--- src/rtl/mem_port_arbiter.sv ---
// Shares one single-port memory between the program loader, the memory stage and fetch,
// and holds the pipeline core in reset until the program image is loaded.
module mem_port_arbiter #(
  parameter int ADDR_W     = 20,
  parameter int DATA_W     = 16,
  parameter int STARVE_MAX = 4,
  parameter int RST_HOLD   = 2
) (
  input  logic              clk,
  input  logic              reset,
  input  logic              ld_en,
  input  logic [ADDR_W-1:0] ld_addr,
  input  logic [DATA_W-1:0] ld_data,
  input  logic              ld_done,
  input  logic              d_req,
  input  logic              d_we,
  input  logic [ADDR_W-1:0] d_addr,
  input  logic [DATA_W-1:0] d_wdata,
  output logic              d_stall,
  output logic              d_rvalid,
  output logic [DATA_W-1:0] d_rdata,
  input  logic              f_req,
  input  logic [ADDR_W-1:0] f_addr,
  output logic              f_stall,
  output logic              f_rvalid,
  output logic [DATA_W-1:0] f_rdata,
  output logic              cpu_rst,
  output logic              mem_en,
  output logic              mem_we,
  output logic [ADDR_W-1:0] mem_addr,
  output logic [DATA_W-1:0] mem_wdata,
  input  logic [DATA_W-1:0] mem_rdata
);

  typedef enum logic [1:0] {BOOT, HOLD, RUN} state_t;
  typedef enum logic [1:0] {OWN_NONE, OWN_D, OWN_F} owner_t;

  localparam int SC_W = $clog2(STARVE_MAX + 1);
  localparam int HC_W = $clog2(RST_HOLD + 1);
  localparam logic [SC_W-1:0] STARVE_FULL = SC_W'(STARVE_MAX);
  localparam logic [HC_W-1:0] HOLD_LAST   = HC_W'(RST_HOLD - 1);

  state_t            state, state_nxt;
  logic [HC_W-1:0]   hold_cnt, hold_nxt;
  logic [SC_W-1:0]   starve_cnt, starve_nxt;
  owner_t            tag0, tag1, bus_owner;
  logic              ld_gnt, d_gnt, f_gnt, starved;
  logic              bus_en, bus_we;
  logic [ADDR_W-1:0] bus_addr;
  logic [DATA_W-1:0] bus_wdata;
  logic [DATA_W-1:0] d_rdata_q, f_rdata_q;

  // NOTE: every signal driven here gets a default first, so no path leaves it unassigned (no latch).
  always_comb begin
    state_nxt = state;
    hold_nxt  = hold_cnt;
    case (state)
      BOOT: if (ld_done) begin
        state_nxt = HOLD;
        hold_nxt  = '0;
      end
      HOLD: if (hold_cnt == HOLD_LAST) state_nxt = RUN;
            else hold_nxt = hold_cnt + 1'b1;
      RUN:  ;
      default: state_nxt = BOOT;
    endcase
  end

  // Loader always wins; pipeline ports compete only once the core is running.
  always_comb begin
    ld_gnt  = 1'b0;
    d_gnt   = 1'b0;
    f_gnt   = 1'b0;
    starved = f_req && (starve_cnt == STARVE_FULL);
    if (ld_en)               ld_gnt = 1'b1;
    else if (state == RUN) begin
      if (starved)           f_gnt  = 1'b1;
      else if (d_req)        d_gnt  = 1'b1;
      else if (f_req)        f_gnt  = 1'b1;
    end
  end

  // Only denials caused by the data port count toward starvation.
  always_comb begin
    starve_nxt = starve_cnt;
    if (!f_req || f_gnt)                      starve_nxt = '0;
    else if (d_gnt && starve_cnt != STARVE_FULL) starve_nxt = starve_cnt + 1'b1;
  end

  always_comb begin
    bus_en    = ld_gnt | d_gnt | f_gnt;
    bus_we    = 1'b0;
    bus_addr  = mem_addr;
    bus_wdata = mem_wdata;
    bus_owner = OWN_NONE;
    if (ld_gnt) begin
      bus_we    = 1'b1;
      bus_addr  = ld_addr;
      bus_wdata = ld_data;
    end else if (d_gnt) begin
      bus_we    = d_we;
      bus_addr  = d_addr;
      bus_wdata = d_wdata;
      bus_owner = d_we ? OWN_NONE : OWN_D;
    end else if (f_gnt) begin
      bus_addr  = f_addr;
      bus_owner = OWN_F;
    end
  end

  // NOTE: sequential state uses non-blocking assignments so all registers update from pre-edge values.
  always_ff @(posedge clk) begin
    if (reset) begin
      state      <= BOOT;
      hold_cnt   <= '0;
      starve_cnt <= '0;
      tag0       <= OWN_NONE;
      tag1       <= OWN_NONE;
      mem_en     <= 1'b0;
      mem_we     <= 1'b0;
      mem_addr   <= '0;
      mem_wdata  <= '0;
      d_rdata_q  <= '0;
      f_rdata_q  <= '0;
    end else begin
      state      <= state_nxt;
      hold_cnt   <= hold_nxt;
      starve_cnt <= starve_nxt;
      tag0       <= bus_owner;
      tag1       <= tag0;
      mem_en     <= bus_en;
      mem_we     <= bus_we;
      mem_addr   <= bus_addr;
      mem_wdata  <= bus_wdata;
      if (d_rvalid) d_rdata_q <= mem_rdata;
      if (f_rvalid) f_rdata_q <= mem_rdata;
    end
  end

  // Read data is presented in the response cycle and held afterwards.
  assign d_rvalid = (tag1 == OWN_D);
  assign f_rvalid = (tag1 == OWN_F);
  assign d_rdata  = d_rvalid ? mem_rdata : d_rdata_q;
  assign f_rdata  = f_rvalid ? mem_rdata : f_rdata_q;
  assign d_stall  = d_req & ~d_gnt;
  assign f_stall  = f_req & ~f_gnt;
  assign cpu_rst  = (state != RUN);

endmodule
--- config.mk ---
export PLATFORM = sky130hd
export DESIGN_NAME = mem_port_arbiter
export DESIGN_NICKNAME = d
export VERILOG_FILES = /design/src/rtl/mem_port_arbiter.sv
export SDC_FILE = /design/constraint.sdc
export NUM_CORES = 1
export LEC_CHECK = 0
export ABC_CLOCK_PERIOD_IN_PS = 2200
export CORE_ASPECT_RATIO = 0.75
export CORE_UTILIZATION = 40
export DETAILED_ROUTE_END_ITERATION = 8
export GPL_TIMING_DRIVEN = 0
export PLACE_DENSITY = 0.8
export REMOVE_ABC_BUFFERS = 1
export SYNTH_ARGS = -nofsm -noshare
export SYNTH_HDL_FRONTEND = slang
export SYNTH_SLANG_ARGS = --single-unit
--- constraint.sdc ---
create_clock -name clk -period 2.2 [get_ports clk]
set_clock_uncertainty 0.15 [all_clocks]
set_input_delay 0.22 -clock clk [delete_from_list [all_inputs] [get_ports clk]]
set_output_delay 0.22 -clock clk [all_outputs]
set_load 0.02 [all_outputs]
==> flow_metrics.env <==
export IMPL_grt_start_max_net_pins=43
export IMPL_drive_gt1_frac=0.173
export IMPL_crit_arrival_ps=1710
export IMPL_clock_latency_ps=330
export IMPL_root_buffer="clkbuf_16"
export IMPL_ios=190
export IMPL_clockBufferDepth=2
export IMPL_start_util=0.424
export IMPL_die_h_um=85.0
export IMPL_synth_distinct_cells=39
export IMPL_cellLeakagePower_nw=2.55
export IMPL_mostFrequentLayoutCells="clkdlybuf4s50_1, dfxtp_1, nor2b_1"
export IMPL_antennaDiodeCount=0
export IMPL_setup_violations_final=0
export IMPL_htree_levels=3
export IMPL_timing_final_crit_period_ps=2080
export IMPL_antenna_found_initial=0
export IMPL_num_vias=3351
export IMPL_path_max_fanout=17
export IMPL_fillCellCount=690
export IMPL_irDropWorstVdd_uv=399
export IMPL_num_rows=29
export IMPL_netlist_area_um2=3680
export IMPL_port_buffers=189
export IMPL_wl_per_cell_um=17.1
export IMPL_cap_violations=0
export IMPL_rsz0062_at_grt="no"
export IMPL_timing_slew_headroom=0.351
export IMPL_fin_util=0.684
export IMPL_mostFrequentLayoutCell="clkdlybuf4s50_1"
export IMPL_synth_flop_cell="dfxtp_1"
export IMPL_yosys_warnings=0
export IMPL_core_area_um2=8670
export IMPL_fmax_ghz=0.481
export IMPL_drc=0
export IMPL_gp_congestion=0.815
export IMPL_numCtsBuffers=9
export IMPL_ys_ff_latch=81
export IMPL_overflow=0
export IMPL_wl_um=11100
export IMPL_hold_violations=0
export IMPL_required_ps=1830
export IMPL_nNetsFinal=656
export IMPL_dr_pass1_iters=5
export IMPL_post_route_period_util=0.944
export IMPL_startpoint_type="flip-flop"
export IMPL_cp_slowest_cell="mux2_1"
export IMPL_cts_tree="yes"
export IMPL_fp_dieArea_um2=9580
export IMPL_seq_area_frac_synth=0.441
export IMPL_critical_path_class="reg2out"
export IMPL_die_width_um=113
export IMPL_critical_path_max_stage_delay_ps=370
export IMPL_holdWs_ps=207
export IMPL_grtUsageTotal=0.241
export IMPL_viasPerCell=5.16
export IMPL_area_growth_pct=61.5
export IMPL_drtIter0Drc=151
export IMPL_worst_pin_slew_ps=969
export IMPL_drtAntennaViolNets=0
export IMPL_hold_class="in2reg"
export IMPL_dp_hpwl_um=8050
export IMPL_slew_violations=0
export IMPL_path_cells="nor2b_4, buf_12, mux2_1, dlygate4sd2_1"
export IMPL_outcome="finished clean"
export IMPL_avgSynthCellArea_um2=10.3
export IMPL_synth_edf_count=0
export IMPL_postSynthCellCount=357
export IMPL_cts_sinks=81
export IMPL_pwr_density_cell_nw_per_um2=599
export IMPL_endpoint_kind="output port"
export IMPL_synthArstFlopShare=0
export IMPL_grt_pass1_vias=3427
export IMPL_grt_pass1_wl_um=17800
export IMPL_r2r_slack_ps=190
export IMPL_clk_pin_slew_ps=60
final cells by class:
| type | count | area (um2) | share of cell area |
|---|---|---|---|
| sequential | 81 | 1630 | 0.274 |
| tap | 108 | 135 | 0.0228 |
| multi-input combinational | 227 | 1850 | 0.311 |
| inverter | 22 | 82.6 | 0.0139 |
| clock buffer | 11 | 233 | 0.0392 |
| timing repair buffer | 197 | 1970 | 0.332 |
| clock inverter | 4 | 45.0 | 0.00759 |
critical path: cells and delay by family, from the launching register on:
family | cells | cell delay, ps
muxes | 1 | 370
DFF | 1 | 350
buffers and inverters | 2 | 490
and+or+nand+nor | 1 | 160
power breakdown:
group / internal (mW) / total [mW] / switching, mW
Clock: 0.867 / 1.42 / 0.551
Combinational: 0.343 / 0.587 / 0.243
Sequential: 1.52 / 1.55 / 0.0336
metrics by stage:
step                      setup TNS [ps]  cells  power (mW)  worst slack [ps]  area, um2
after global placement           -104600    626        2.15             -2000       5530
after detailed placement           -7960    629        2.17              -342       5590
final                                  0    650        3.56               123       5940
after CTS                              0    648        3.60              2.75       5930
after floorplan                    -9220    329        1.78              -405       3500
after global routing                   0    650        3.70              50.2       5940
routing by layer:
metal	global-route usage	routed length, um
met1	0.276	4640
met4	0.0933	235
met3	0.0807	703
met2	0.418	5530
met5	0	0
cell usage after synthesis (2+ instances only):
master,n,area share
mux2_1,3,0.0092
dfxtp_1,81,0.44
clkbuf_1,11,0.011
a22oi_1,22,0.045
or3_1,2,0.0034
nor3_2,9,0.025
nor2b_1,36,0.061
o21ai_0,2,0.0027
o21ai_1,20,0.027
nor2_1,9,0.0092
a2111oi_2,16,0.065
nor3_1,26,0.035
nand2_1,5,0.0051
nand2b_1,3,0.0051
inv_1,21,0.021
nand3_1,2,0.0027
buf_2,6,0.0082
mux2_2,29,0.089
buf_4,5,0.010
buf_6,4,0.012
mux2i_1,21,0.057
ha_1,3,0.010
a21oi_1,5,0.0068
registers in the layout, indices dropped and copies added, names as in the netlist:
name,count
mem_we,1
hold_cnt,2
tag1,2
mem_wdata,16
tag0,2
mem_addr,20
state,2
mem_en,1
starve_cnt,3
f_rdata_q,16
d_rdata_q,16
cell families after synthesis:
group / count (synthesis) / synth area share
adders and majority gates: 3 / 0.0102
DFF: 81 / 0.441
AOI/OAI and AO/OA: 69 / 0.156
muxes: 53 / 0.155
buffers and inverters: 50 / 0.0708
and+or+nand+nor: 101 / 0.167
final timing paths:
check	cells after the start	end	start
worst min-delay path	2	d_rdata_q[14]	reset
worst max register to register	6	mem_wdata[5]	state[1]
worst max-delay path	4	d_rdata[12]	tag1[0]
worst min register to register	1	tag1[1]	tag0[1]
what timing repair did:
| item | CTS | global route |
|---|---|---|
| cloned | 2 | 0 |
| resized for setup | 45 | 5 |
| buffers inserted | 2 | 2 |
| hold buffers | 0 | 0 |
| setup endpoints to repair | 52 | 5 |
| pin swaps | 1 | 0 |
No activity file was read; power rests on OpenSTA's default activity.
